## src/rtl/serial_shift_engine.sv

```systemverilog
// Sequential shifter/rotator with a start/busy/done handshake, stepping Q under clock enable.
// Optional SERIAL_SHIFT_MULTISTEP_EN: non-serial modes advance up to four positions per cycle.
module serial_shift_engine #(
    parameter int WIDTH     = 8,
    parameter int AMT_WIDTH = 4
) (
    input  logic                 clock,
    input  logic                 reset,
    input  logic                 en,
    input  logic                 load,
    input  logic [WIDTH-1:0]     D,
    input  logic                 start,
    input  logic [2:0]           mode,
    input  logic [AMT_WIDTH-1:0] amount,
    input  logic                 serial_in,
    input  logic                 abort,
    output logic [WIDTH-1:0]     Q,
    output logic                 serial_out,
    output logic                 busy,
    output logic                 done
);

    // state   | meaning
    // ST_IDLE | waiting for load/start; done pulses here after an op completes
    // ST_RUN  | stepping Q, count holds positions still to go
    typedef enum logic {ST_IDLE, ST_RUN} state_t;

    typedef enum logic [2:0] {
        M_LSL = 3'b000,
        M_LSR = 3'b001,
        M_ASR = 3'b010,
        M_ROL = 3'b011,
        M_ROR = 3'b100,
        M_SIL = 3'b101,
        M_SIR = 3'b110,
        M_RSV = 3'b111
    } mode_t;

`ifdef SERIAL_SHIFT_MULTISTEP_EN
    localparam int MAX_STEP = 4;
`else
    localparam int MAX_STEP = 1;
`endif

    state_t               state_q, state_d;
    mode_t                mode_q, mode_d;
    logic [WIDTH-1:0]     q_q, q_d;
    logic                 so_q, so_d;
    logic                 done_q, done_d;
    logic [AMT_WIDTH-1:0] count_q, count_d;

    logic [AMT_WIDTH-1:0] step_cnt;
    logic [WIDTH-1:0]     step_q;
    logic                 step_so;
    logic [WIDTH:0]       step_tmp;

    // Returns {bit leaving the register, shifted register}.
    function automatic logic [WIDTH:0] shift_one(input logic [WIDTH-1:0] v,
                                                 input mode_t m,
                                                 input logic fill);
        case (m)
            M_LSL:   shift_one = {v[WIDTH-1], v[WIDTH-2:0], 1'b0};
            M_LSR:   shift_one = {v[0], 1'b0, v[WIDTH-1:1]};
            M_ASR:   shift_one = {v[0], v[WIDTH-1], v[WIDTH-1:1]};
            M_ROL:   shift_one = {v[WIDTH-1], v[WIDTH-2:0], v[WIDTH-1]};
            M_ROR:   shift_one = {v[0], v[0], v[WIDTH-1:1]};
            M_SIL:   shift_one = {v[WIDTH-1], v[WIDTH-2:0], fill};
            M_SIR:   shift_one = {v[0], fill, v[WIDTH-1:1]};
            default: shift_one = {1'b0, v};
        endcase
    endfunction

    always_comb begin
        step_cnt = AMT_WIDTH'(1);
`ifdef SERIAL_SHIFT_MULTISTEP_EN
        if (mode_q != M_SIL && mode_q != M_SIR) begin
            if (int'(count_q) > 4) step_cnt = AMT_WIDTH'(4);
            else                   step_cnt = count_q;
        end
`endif
        step_q   = q_q;
        step_so  = so_q;
        step_tmp = '0;
        for (int i = 0; i < MAX_STEP; i++) begin
            if (i < int'(step_cnt)) begin
                step_tmp = shift_one(step_q, mode_q, serial_in);
                step_so  = step_tmp[WIDTH];
                step_q   = step_tmp[WIDTH-1:0];
            end
        end
    end

    always_comb begin
        state_d = state_q;
        mode_d  = mode_q;
        q_d     = q_q;
        so_d    = so_q;
        count_d = count_q;
        done_d  = 1'b0;
        if (en) begin
            case (state_q)
                ST_IDLE: begin
                    if (load) q_d = D;
                    if (start) begin
                        mode_d = mode_t'(mode);
                        if (amount != '0 && mode_t'(mode) != M_RSV) begin
                            count_d = amount;
                            state_d = ST_RUN;
                        end else begin
                            done_d = 1'b1;
                        end
                    end
                end
                ST_RUN: begin
                    // abort beats the final step: no step, no done
                    if (abort) begin
                        state_d = ST_IDLE;
                    end else begin
                        q_d     = step_q;
                        so_d    = step_so;
                        count_d = count_q - step_cnt;
                        if (count_d == '0) begin
                            state_d = ST_IDLE;
                            done_d  = 1'b1;
                        end
                    end
                end
                default: state_d = ST_IDLE;
            endcase
        end
    end

    always_ff @(posedge clock or negedge reset) begin
        if (!reset) begin
            state_q <= ST_IDLE;
            mode_q  <= M_LSL;
            q_q     <= '0;
            so_q    <= 1'b0;
            done_q  <= 1'b0;
            count_q <= '0;
        end else begin
            state_q <= state_d;
            mode_q  <= mode_d;
            q_q     <= q_d;
            so_q    <= so_d;
            done_q  <= done_d;
            count_q <= count_d;
        end
    end

    assign Q          = q_q;
    assign serial_out = so_q;
    assign busy       = (state_q == ST_RUN);
    assign done       = done_q;

endmodule

```

## config.mk

```make
export PLATFORM = sky130hd
export DESIGN_NAME = serial_shift_engine
export DESIGN_NICKNAME = d
export VERILOG_FILES = /design/src/rtl/serial_shift_engine.sv
export SDC_FILE = /design/constraint.sdc
export NUM_CORES = 1
export LEC_CHECK = 0
export CELL_PAD_IN_SITES_DETAIL_PLACEMENT = 2
export CELL_PAD_IN_SITES_GLOBAL_PLACEMENT = 2
export CORE_MARGIN = 1
export CORE_UTILIZATION = 25
export CTS_CLUSTER_SIZE = 16
export DETAILED_ROUTE_END_ITERATION = 7
export DONT_BUFFER_PORTS = 1
export PLACE_DENSITY_LB_ADDON = 0.1
export SYNTH_ARGS = -nofsm -noshare
export SYNTH_HDL_FRONTEND = slang
export SYNTH_SLANG_ARGS = --single-unit
```

## constraint.sdc

```tcl
create_clock -name clock -period 1.4 [get_ports clock]
set_input_delay 0.14 -clock clock [delete_from_list [all_inputs] [get_ports clock]]
set_output_delay 0.14 -clock clock [all_outputs]
set_load 0.01 [all_outputs]
```

# [Word-level counts from Yosys, hierarchy flattened]
# Cells that the tools add are included.
[op_classes] reduce_logical=9 mux=19 addsub=1 eq_ne=14 bitwise_logic=2
[ops] operator="$pmux W9 S7" count=1
[ops] operator="$mux W8" count=2
[ops] operator="$pmux W8 S2" count=1
[ops] operator="$mux W4" count=3
[ops] operator="$ne A2 B2 Y1 const B" count=5
[ops] operator="$eq A3 B3 Y1 const B" count=3
[ops] operator="$mux W1" count=9
[ops] operator="$ne A8 B1 Y1 const B" count=1
[ops] operator="$pmux W4 S2" count=1
[ops] operator="$reduce_and A4 Y1" count=2
[ops] operator="$ne A7 B1 Y1 const B" count=1
[ops] operator="$eq A3 B2 Y1 const B" count=2
[ops] operator="$reduce_and A3 Y1" count=2
[ops] operator="$reduce_and A5 Y1" count=1
[ops] operator="$logic_not A4 Y1" count=1
[ops] operator="$pmux W1 S2" count=2
[ops] operator="$reduce_bool A4 Y1" count=1
[ops] operator="$sub A4 B1 Y4 const B" count=1
[ops] operator="$eq A3 B1 Y1 const B" count=1
[ops] operator="$logic_not A3 Y1" count=1
[ops] operator="$ne A3 B3 Y1 const B" count=1
[ops] operator="$not A1 Y1" count=2
[ops] operator="$logic_and A1 B1 Y1" count=1
[word_totals] ff_bits=18 inputBits=22

# [Logic depth before layout (Yosys ltp)]
# Gate-level depths: netlist (run 1).
[depth] depth_word=6 ltp_mapped=6 ltp_nobuf=6

# [Worst setup path after synthesis (run 1)]
# OpenSTA, ideal clock, no wires.
[synth_timing] path_kind="register to register" start="register state_q (netlist: busy)" end="register q_q[6] (netlist: Q[6])" setup_ns=0.121 period_less_slack_ns=1.419 arrival_time_ns=1.298 path_stages_with_launch=6 slack_ns=-0.019 required_ns=1.279 path_cell_list="dfrtp_1 > and2b_1 > o221ai_2 > buf_4 > nor2_1 > a22o_1"
[synth_between] elab_chain_len=3 word_cells_on_any_way=6
[synth_lines] element="start: declaration" line="45" source="state_t state_q, state_d;"
[synth_lines] element="start signal: assignment" line="142" source="state_q <= state_d;"
[synth_lines] element="branches (longest 3 deep; another with $ne A8 B1 Y1)"
[synth_lines] element="end signal: assignment" line="144" source="q_q <= q_d;"
[synth_lines] element="end: declaration" line="47" source="logic [WIDTH-1:0] q_q, q_d;"
# Several ways; the timed one is not identified.
# A chain may end at the register's enable or synchronous reset.

# [Final worst setup path (run 1)]
[layout_timing] start="register mode_q[0]" end="register so_q (netlist: serial_out)"
[layout_between] elab_chain_len=2 word_cells_on_any_way=8
[layout_lines] element="start: declaration" line="46" source="mode_t mode_q, mode_d;"
[layout_lines] element="start signal: assignment" line="143" source="mode_q <= mode_d;"
[layout_lines] element="$eq A3 B3 Y1 (tied with other cells)" line="61" source="case (m)"
[layout_lines] element="$pmux W9 S7 *" line="61"
[layout_lines] element="end signal: assignment" line="138" source="so_q <= 1'b0;"
[layout_lines] element="end signal: assignment" line="145" source="so_q <= so_d;"
[layout_lines] element="end: declaration" line="48" source="logic so_q, so_d;"
# Mark *: on every way between the ends. The rest lies on a longest branch, timed or not.

==> run metrics, run 1 <==
TritonCTS sink count 18; Initial Utilization 26.2%; Synth Instances 153; largest net degree at the start of global routing 19; share of the synthesized area in the top cell type 33.2%; Top-Level Pins 33; Placed Cells 245; mean area per synthesized cell 8.87 um2; endpoints failing setup 9; CTS Buffer Depth 2; Highest Clock Rate 678 MHz; Final min period 1470 ps; relative max-transition margin 35.4%; endpoints failing hold 0; Port Buf Inserts 0; failing checks negative setup slack; vias in the first global route 1458; skew final 1.93 ps; fin cells 257; routed vias 1347; ANT nets after route 0; Int Pwr 2130 uW; PD cells 2020 mW/mm2; number of flops mapped to enable cells by yosys 0; fin. max-slew vios 0; Synth area leader dfrtp_1; WHS 6.20 ps; internal reg-to-reg setup slack -70 ps; WS Path Type reg2reg; status finished, violations left; synth unique cells 48; critical path data required time 1540 ps; Worst EP arrival 1620 ps; switching part of the total 43.4%; async set-reset flop share out of synthesis 100%; met1 GRT Util 26.1%; combinational share of power 59.8%; Fill cells 585; leakage 0.000794 uW; Avg Vias per Cell 5.24; gr busiest metal met2; placement row count 26; Synthesized Nets 177; antenna violations before repair 0; Ys Warns 0; CTS H-tree lvls 1; maxcap violations 0; ANT cells 0; area of the multi-input gates 912 um2; DP Wirelength 3650 um; Max IR drop VDD 0.531 mV; register share of total power 28.3%; NetSw 1630 uW; Root Buffer clkbuf_8; final setup TNS -349 ps; clock latency on the worst-skew pair 260 ps; CORE AREA 0.00517 mm2; TritonCTS Buffers 3; Slew @ Worst Pin 966 ps; Max Fanout on Critical Path 5; Mapped Area 0.00136 mm2; Post-synth top cells 18 x dfrtp_1, 18 x nor2_1, 12 x nand2_1, 9 x a22o_1, 9 x o21ai_0; Post-Route WL 4990 um; total grt overflow 0; M2 GR Usage 30.4%; GRT Total Usage 19.1%; die height 75.7 um; DR DRC count 0; die outline width 75.7 um; startpoint type of the worst setup path flop; Synth area leaders dfrtp_1 33%, a22o_1 5.8%, nor2_1 5.0%, o21ai_0 3.3%, nand2_1 3.3%; M3 GR Usage 3.57%; clock power share 12.0%; routed len/inst 19.4 um; ratio of cells with drive above 1 in the final layout 40.1%; final period utilization 105%; worst min-delay path class in2reg; flip-flop and latch area 454 um2; prevailing post-synth register cell dfrtp_1; Layout Nets 212; Iteration-0 DRC Markers 49; CTS tree done; CTS clk-pin slew, worst paths 80 ps; Final WS setup -74.6 ps; routability cong. 0.865; die area 0.00573 mm2; Yosys reg bits 18; CP endpoint kind flop; register area share after synthesis 33.2%; Layout area overhead 37.4%; drt pass-1 iters 4; first-pass GRT wire length 7820 um; total power 3770 uW; unrepaired setup endpoints after global routing yes
power groups by stage:
stage | Clock, uW | Combinational, uW | Sequential, uW
2_1_floorplan | 0 | 1070 | 1030
3_3_place_gp | 0 | 1760 | 1030
3_5_place_dp | 0 | 1810 | 1050
4_1_cts | 466 | 2030 | 1050
5_1_grt | 490 | 2450 | 1110
6_report | 451 | 2250 | 1060
metal layers:
| metal | wire length, um | up-vias |
|---|---|---|
| met5 | 0 | - |
| met4 | 75 | 0 |
| met3 | 222 | 6 |
| met2 | 2270 | 31 |
| met1 | 2420 | 672 |
| li1 | - | 638 |
per-stage QoR:
stage	utilization [%]	instance area, um2	setup WS [ps]
after floorplan	-	1360	-7.93
after global placement	31.4	1620	-157
after detailed placement	31.4	1620	-183
after CTS	34.3	1770	-64.8
after global routing	36.1	1870	-185
final	36.1	1870	-74.6
flip-flops by register name (all words and copies together) (netlist names):
register and count:
mode_q 3, Q 8, count_q 4, busy 1
done 1, serial_out 1
critical path, stage by stage (launching register included):
cell      delay (ps)
dfrtp_2          450
buf_12           140
and2b_1          250
nor3_2            70
a222oi_1         340
o21ai_1          110
cell families after synthesis:
kind of cell	after synthesis	synth area share, %
AO/OA/AOI/OAI	53	29.3
XOR/XNOR	2	1.29
adder cells (fa/ha/maj)	2	1.84
buffers and inverters	15	6.36
flip-flops	18	33.2
multiplexers	4	3.32
AND/OR/NAND/NOR	59	24.7
placed cells by master (no fill, tap or decap), drive strengths merged, types with 5 or more instances in the layout:
cell | Yosys | layout
a22o | 9 | 9
buf | 8 | 36
dfrtp | 18 | 18
inv | 7 | 6
nand2 | 13 | 13
nor2 | 18 | 18
nor2b | 5 | 5
nor3 | 5 | 5
o21ai | 12 | 12
final timing paths:
path                       startpoint    endpoint  cells after the start
hold / removal                mode[1]   mode_q[1]                      2
min in group asynchronous       reset        Q[2]                      1
max in group asynchronous       reset        busy                      1
setup / recovery            mode_q[0]  serial_out                      5
hold reg to reg            serial_out  serial_out                      2
setup reg to reg            mode_q[0]  serial_out                      5
area by class of cell:
class | instances | share of cell area, %
Clock buffer | 4 | 2.95
Inverter | 7 | 1.61
Multi-Input combinational cell | 120 | 48.9
Sequential cell | 18 | 24.3
Tap cell | 70 | 4.69
Timing Repair Buffer | 38 | 17.5
what timing repair did:
action                                  CTS  global route
setup buffers                             5             1
pin swaps                                15            16
gates cloned                              0             0
endpoints found under the setup margin   15            15
endpoints found under the hold margin    18             1
resized for setup                        17            21
hold buffers                              1             1
Power figures use the tool's default switching activity.
==> inputs of run 2 (changes only) <==
clock period = 1.8 ns   (was 1.4 ns; I/O delays follow)
==> run metrics, run 2 (synthesis results as in run 1) <==
Final WS setup 129 ps (was -74.6 ps); DR DRC count 0 (unchanged); Initial Utilization 26.2% (unchanged); CP max stage delay 700 ps (was 450 ps); Max IR drop VDD 0.381 mV (was 0.531 mV); ANT cells 0 (unchanged); WS Path Type reg2reg (unchanged); commonest non-fill, non-tap cells in the layout 18 x dfrtp_1, 17 x nor2_1, 12 x nand2_1 (was 31 x buf_4, 18 x nor2_1, 15 x dfrtp_1); Final min period 1670 ps (was 1470 ps); Highest Clock Rate 598 MHz (was 678 MHz); ANT nets after route 0 (unchanged); DP Wirelength 3340 um (was 3650 um); CTS H-tree lvls 1 (unchanged); CTS clk-pin slew, worst paths 70 ps (was 80 ps); Post-Route WL 4300 um (was 4990 um); CP endpoint kind flop (unchanged); startpoint type of the worst setup path flop (unchanged); Worst Hold Depth 2 (unchanged); skew final 1.40 ps (was 1.93 ps); Top-Level Pins 33 (unchanged); Buffers & Inverters on Critical Path 0 (was 1); flip-flop and latch area 450 um2 (was 454 um2); routed len/inst 18.8 um (was 19.4 um); leakage 0.000632 uW (was 0.000794 uW); antenna violations before repair 0 (unchanged); routability cong. 0.847 (was 0.865); internal reg-to-reg setup slack 130 ps (was -70 ps); R2R cell count 4 (was 5); die outline width 75.7 um (unchanged); largest net degree at the start of global routing 19 (unchanged); placement row count 26 (unchanged); Layout Nets 185 (was 212); vias in the first global route 1298 (was 1458); PD cells 1490 mW/mm2 (was 2020 mW/mm2); routed vias 1217 (was 1347); relative max-transition margin 39.5% (was 35.4%); TritonCTS Buffers 3 (unchanged); GRT Total Usage 16.5% (was 19.1%); critical path data required time 1950 ps (was 1540 ps); Port Buf Inserts 0 (unchanged); fin cells 229 (was 257); endpoints failing setup 0 (was 9); hold path startpoint mode[2] (was mode[1]); Critical R2R Capture Q[2] (was serial_out); status complete, no violations (was finished, violations left); Max Fanout on Critical Path 16 (was 5); die height 75.7 um (unchanged); area of the multi-input gates 823 um2 (was 912 um2); ratio of cells with drive above 1 in the final layout 15.1% (was 40.1%); setup bufs post-CTS 0 (was 5); Placed Cells 225 (was 245); die area 0.00573 mm2 (unchanged); R2R Path Start mode_q[0] (unchanged); worst min-delay path class in2reg (unchanged); fin. max-slew vios 0 (unchanged); CORE AREA 0.00517 mm2 (unchanged); most common cell after layout, fill and taps aside dfrtp_1 (was buf_4); CTS tree done (unchanged); Slew @ Worst Pin 905 ps (was 966 ps); drt pass-1 iters 4 (unchanged); Iteration-0 DRC Markers 49 (unchanged); endpoints failing hold 0 (unchanged); unrepaired setup endpoints after global routing no (was yes); cell family with most CP delay flip-flops (unchanged); final period utilization 92.9% (was 105%); Hold Path End mode_q[2] (was mode_q[1]); TritonCTS sink count 18 (unchanged); Fill cells 593 (was 585); maxcap violations 0 (unchanged); crit path cell chain mux2_4, a221oi_2, o211ai_1, a22o_1 (was buf_12, and2b_1, nor3_2, a222oi_1, o21ai_1); Setup WS pre-CTS 135 ps (was -183 ps); max reg flops 8 (unchanged); Root Buffer clkbuf_8 (unchanged); Avg Vias per Cell 5.31 (was 5.24); clock latency on the worst-skew pair 250 ps (was 260 ps); total grt overflow 0 (unchanged); Layout area overhead 11.5% (was 37.4%); final setup TNS 0 ps (was -349 ps); Worst EP arrival 1820 ps (was 1620 ps); CP max stage cell dfrtp_1 (was dfrtp_2); first-pass GRT wire length 6870 um (was 7820 um); CTS Buffer Depth 2 (unchanged)
## run 2: cell count changes in the layout (fill, tap and decap cells not counted), moves of 3 or more
| cell | delta |
|---|---|
| inv_1 | +3 |
| buf_6 | -3 |
| o21ai_2 | -3 |
| dfrtp_2 | -3 |
| buf_4 | -21 |
| dfrtp_1 | +3 |
| nor3_1 | +3 |
| o21ai_0 | +5 |
## run 2: what timing repair did
action,in CTS,in global routing
gates resized for setup,0,1
hold endpoints to repair,18,0
hold buffers,1,0
endpoints found under the setup margin,0,2
## run 2: metrics by stage
step                      util (%)  cell area [um2]  total power [uW]  hold WS, ps
final                         29.3             1510              2260         50.0
after global placement        28.2             1460              1920         -115
after CTS                     29.2             1510              2290         50.7
after global routing          29.3             1510              2470         57.6
after floorplan                  -             1360              1630         -116
after detailed placement      28.2             1460              1980         -115
## run 2: cell type report
type	instances	area share [%]
flip-flops and latches	18	29.8
repair buffers	11	5.62
inverters	7	1.74
multi-input cells	120	54.4
well taps	70	5.79
clock buffers	3	2.73
## run 2: how the worst max path moves through the flow
stage | from | endpoint | slack, ps | depth (start not counted)
2_1_floorplan | busy | Q[6] | 380 | 5
3_3_place_gp | mode_q[1] | Q[4] | 170 | 4
3_5_place_dp | mode_q[0] | Q[2] | 130 | 4
4_1_cts | mode_q[1] | Q[4] | 110 | 4
5_1_grt | mode_q[0] | Q[2] | 3 | 4
6_report | mode_q[0] | Q[2] | 130 | 4
## run 2: per-layer routing
layer | vias to the layer above | part of all wire [%] | track usage [%] | routed length [um]
met5 | - | 0 | 0 | 0
met1 | 601 | 51 | 24.0 | 2170
met4 | 0 | 1.0 | 4.94 | 45
li1 | 580 | - | - | -
met3 | 5 | 5.1 | 3.57 | 218
met2 | 31 | 43 | 24.5 | 1860
## run 2: where the power goes
group	switching [uW]	internal, uW
Combinational	561	509
Clock	138	149
Sequential	332	569
Total	1030	1230
==> inputs of run 3 (changes only) <==
clock period = 1.5 ns   (was 1.8 ns; I/O delays follow)
==> run metrics, run 3 (synthesis results as in run 1) <==
Slew @ Worst Pin 893 ps (was 905 ps); die height 75.7 um (unchanged); Final Core Density 34.5% (was 29.3%); routability cong. 0.771 (was 0.847); total grt overflow 0 (unchanged); Avg Vias per Cell 5.25 (was 5.31); combinational share of power 56.9% (was 47.4%); startpoint type of the worst setup path flop (unchanged); CTS tree done (unchanged); clock latency on the worst-skew pair 260 ps (was 250 ps); clock power share 12.8% (was 12.7%); Final min period 1480 ps (was 1670 ps); Fill cells 587 (was 593); hold path startpoint mode[1] (was mode[2]); Max Fanout on Critical Path 6 (was 16); unrepaired setup endpoints after global routing yes (was no); CP Launch Point mode_q[0] (unchanged); TritonCTS sink count 18 (unchanged); antenna violations before repair 0 (unchanged); leakage 0.000754 uW (was 0.000632 uW); Iteration-0 DRC Markers 40 (was 49); Highest Clock Rate 676 MHz (was 598 MHz); Final WS setup 21.2 ps (was 129 ps); Port Buf Inserts 0 (unchanged); final setup TNS 0 ps (unchanged); ANT nets after route 0 (unchanged); CP endpoint kind flop (unchanged); ratio of cells with drive above 1 in the final layout 32.2% (was 15.1%); die outline width 75.7 um (unchanged); switching part of the total 43.7% (was 45.7%); DR DRC count 0 (unchanged); die area 0.00573 mm2 (unchanged); final period utilization 98.6% (was 92.9%); drt pass-1 iters 4 (unchanged); CTS Buffer Depth 2 (unchanged); NetSw 1440 uW (was 1030 uW); endpoints failing hold 0 (unchanged); CORE AREA 0.00517 mm2 (unchanged); vias in the first global route 1470 (was 1298); fin cells 250 (was 229); largest net degree at the start of global routing 19 (unchanged); fin. max-slew vios 0 (unchanged); Layout area overhead 31.4% (was 11.5%); skew final 1.85 ps (was 1.40 ps); Setup WS pre-CTS -120 ps (was 135 ps); most common cell after layout, fill and taps aside buf_4 (was dfrtp_1); first-pass GRT wire length 7780 um (was 6870 um); GRT Total Usage 18.3% (was 16.5%); commonest non-fill, non-tap cells in the layout 21 x buf_4, 17 x nor2_1, 15 x dfrtp_1 (was 18 x dfrtp_1, 17 x nor2_1, 12 x nand2_1); Max IR drop VDD 0.466 mV (was 0.381 mV); critical path data required time 1640 ps (was 1950 ps); CTS clk-pin slew, worst paths 80 ps (was 70 ps); Layout Nets 205 (was 185); Initial Utilization 26.2% (unchanged); register share of total power 30.3% (was 39.9%); routed len/inst 19.2 um (was 18.8 um); PD cells 1840 mW/mm2 (was 1490 mW/mm2); status complete, no violations (unchanged); Top-Level Pins 33 (unchanged); DP Wirelength 3660 um (was 3340 um); worst min-delay path class in2reg (unchanged); relative max-transition margin 40.3% (was 39.5%); max reg flops 8 (unchanged); R2R Path Start mode_q[0] (unchanged); total power 3290 uW (was 2260 uW); Worst EP arrival 1620 ps (was 1820 ps); Placed Cells 239 (was 225); TritonCTS Buffers 3 (unchanged); CTS H-tree lvls 1 (unchanged); routed vias 1313 (was 1217); endpoints failing setup 0 (unchanged); placement row count 26 (unchanged); WS Path Type reg2reg (unchanged); Int Pwr 1850 uW (was 1230 uW); Root Buffer clkbuf_8 (unchanged); Post-Route WL 4790 um (was 4300 um); maxcap violations 0 (unchanged); ANT cells 0 (unchanged)
-- run 3: changes by cell type in the layout (fill, tap and decap cells not counted), sizes merged --
cell and change:
buf +19, clkbuf +1, dlygate4sd3 +1
-- run 3: area by class of cell --
cell class              count  area, um2  area share [%]
repair buffers             31        268            15.0
well taps                  70       87.6            4.91
inverters                   7       26.3            1.47
clock buffers               4       55.1            3.09
flip-flops and latches     18        454            25.5
multi-input cells         120        893            50.1
-- run 3: worst paths after layout --
path,to,slack (ps),cells past startpoint
max in group asynchronous,busy,440,1
worst max-delay path,serial_out,20,5
min in group asynchronous,Q[0],460,1
worst min-delay path,mode_q[1],10,2
worst min register to register,serial_out,570,2
worst max register to register,serial_out,20,5
-- run 3: repair_timing --
item                                   in CTS  in global routing
pin swaps                                   3                 14
buffers inserted                            2                  4
hold buffers                                1                  1
setup endpoints to repair                   9                 15
gates resized for setup                     5                 27
endpoints found under the hold margin      18                  1
-- run 3: worst max-delay path, stage by stage, from the launching register on --
cell	delay, ps
dfrtp_2	440
buf_6	140
and2b_2	240
a21o_1	160
a222oi_1	290
o21ai_1	90
-- run 3: per-layer routing --
layer | share of wire, % | GRT usage [%] | up-vias
met5 | 0 | 0 | -
met4 | 0.46 | 4.73 | 0
met3 | 6.0 | 3.31 | 2
met2 | 45 | 28.0 | 39
met1 | 48 | 26.4 | 652
li1 | - | - | 620
-- run 3: power by group through the flow --
stage	sequential, uW	combinational [uW]	clock, uW
6_report	999	1870	420
5_1_grt	1030	2060	457
4_1_cts	989	1680	436
3_5_place_dp	995	1600	0
3_3_place_gp	978	1540	0
2_1_floorplan	957	997	0
-- run 3: through the flow --
step / cell area [um2] / hold WS [ps]
final: 1780 / 11.2
after global routing: 1780 / 17.8
after CTS: 1660 / 8.79
after detailed placement: 1570 / -145
after global placement: 1570 / -145
after floorplan: 1360 / -146
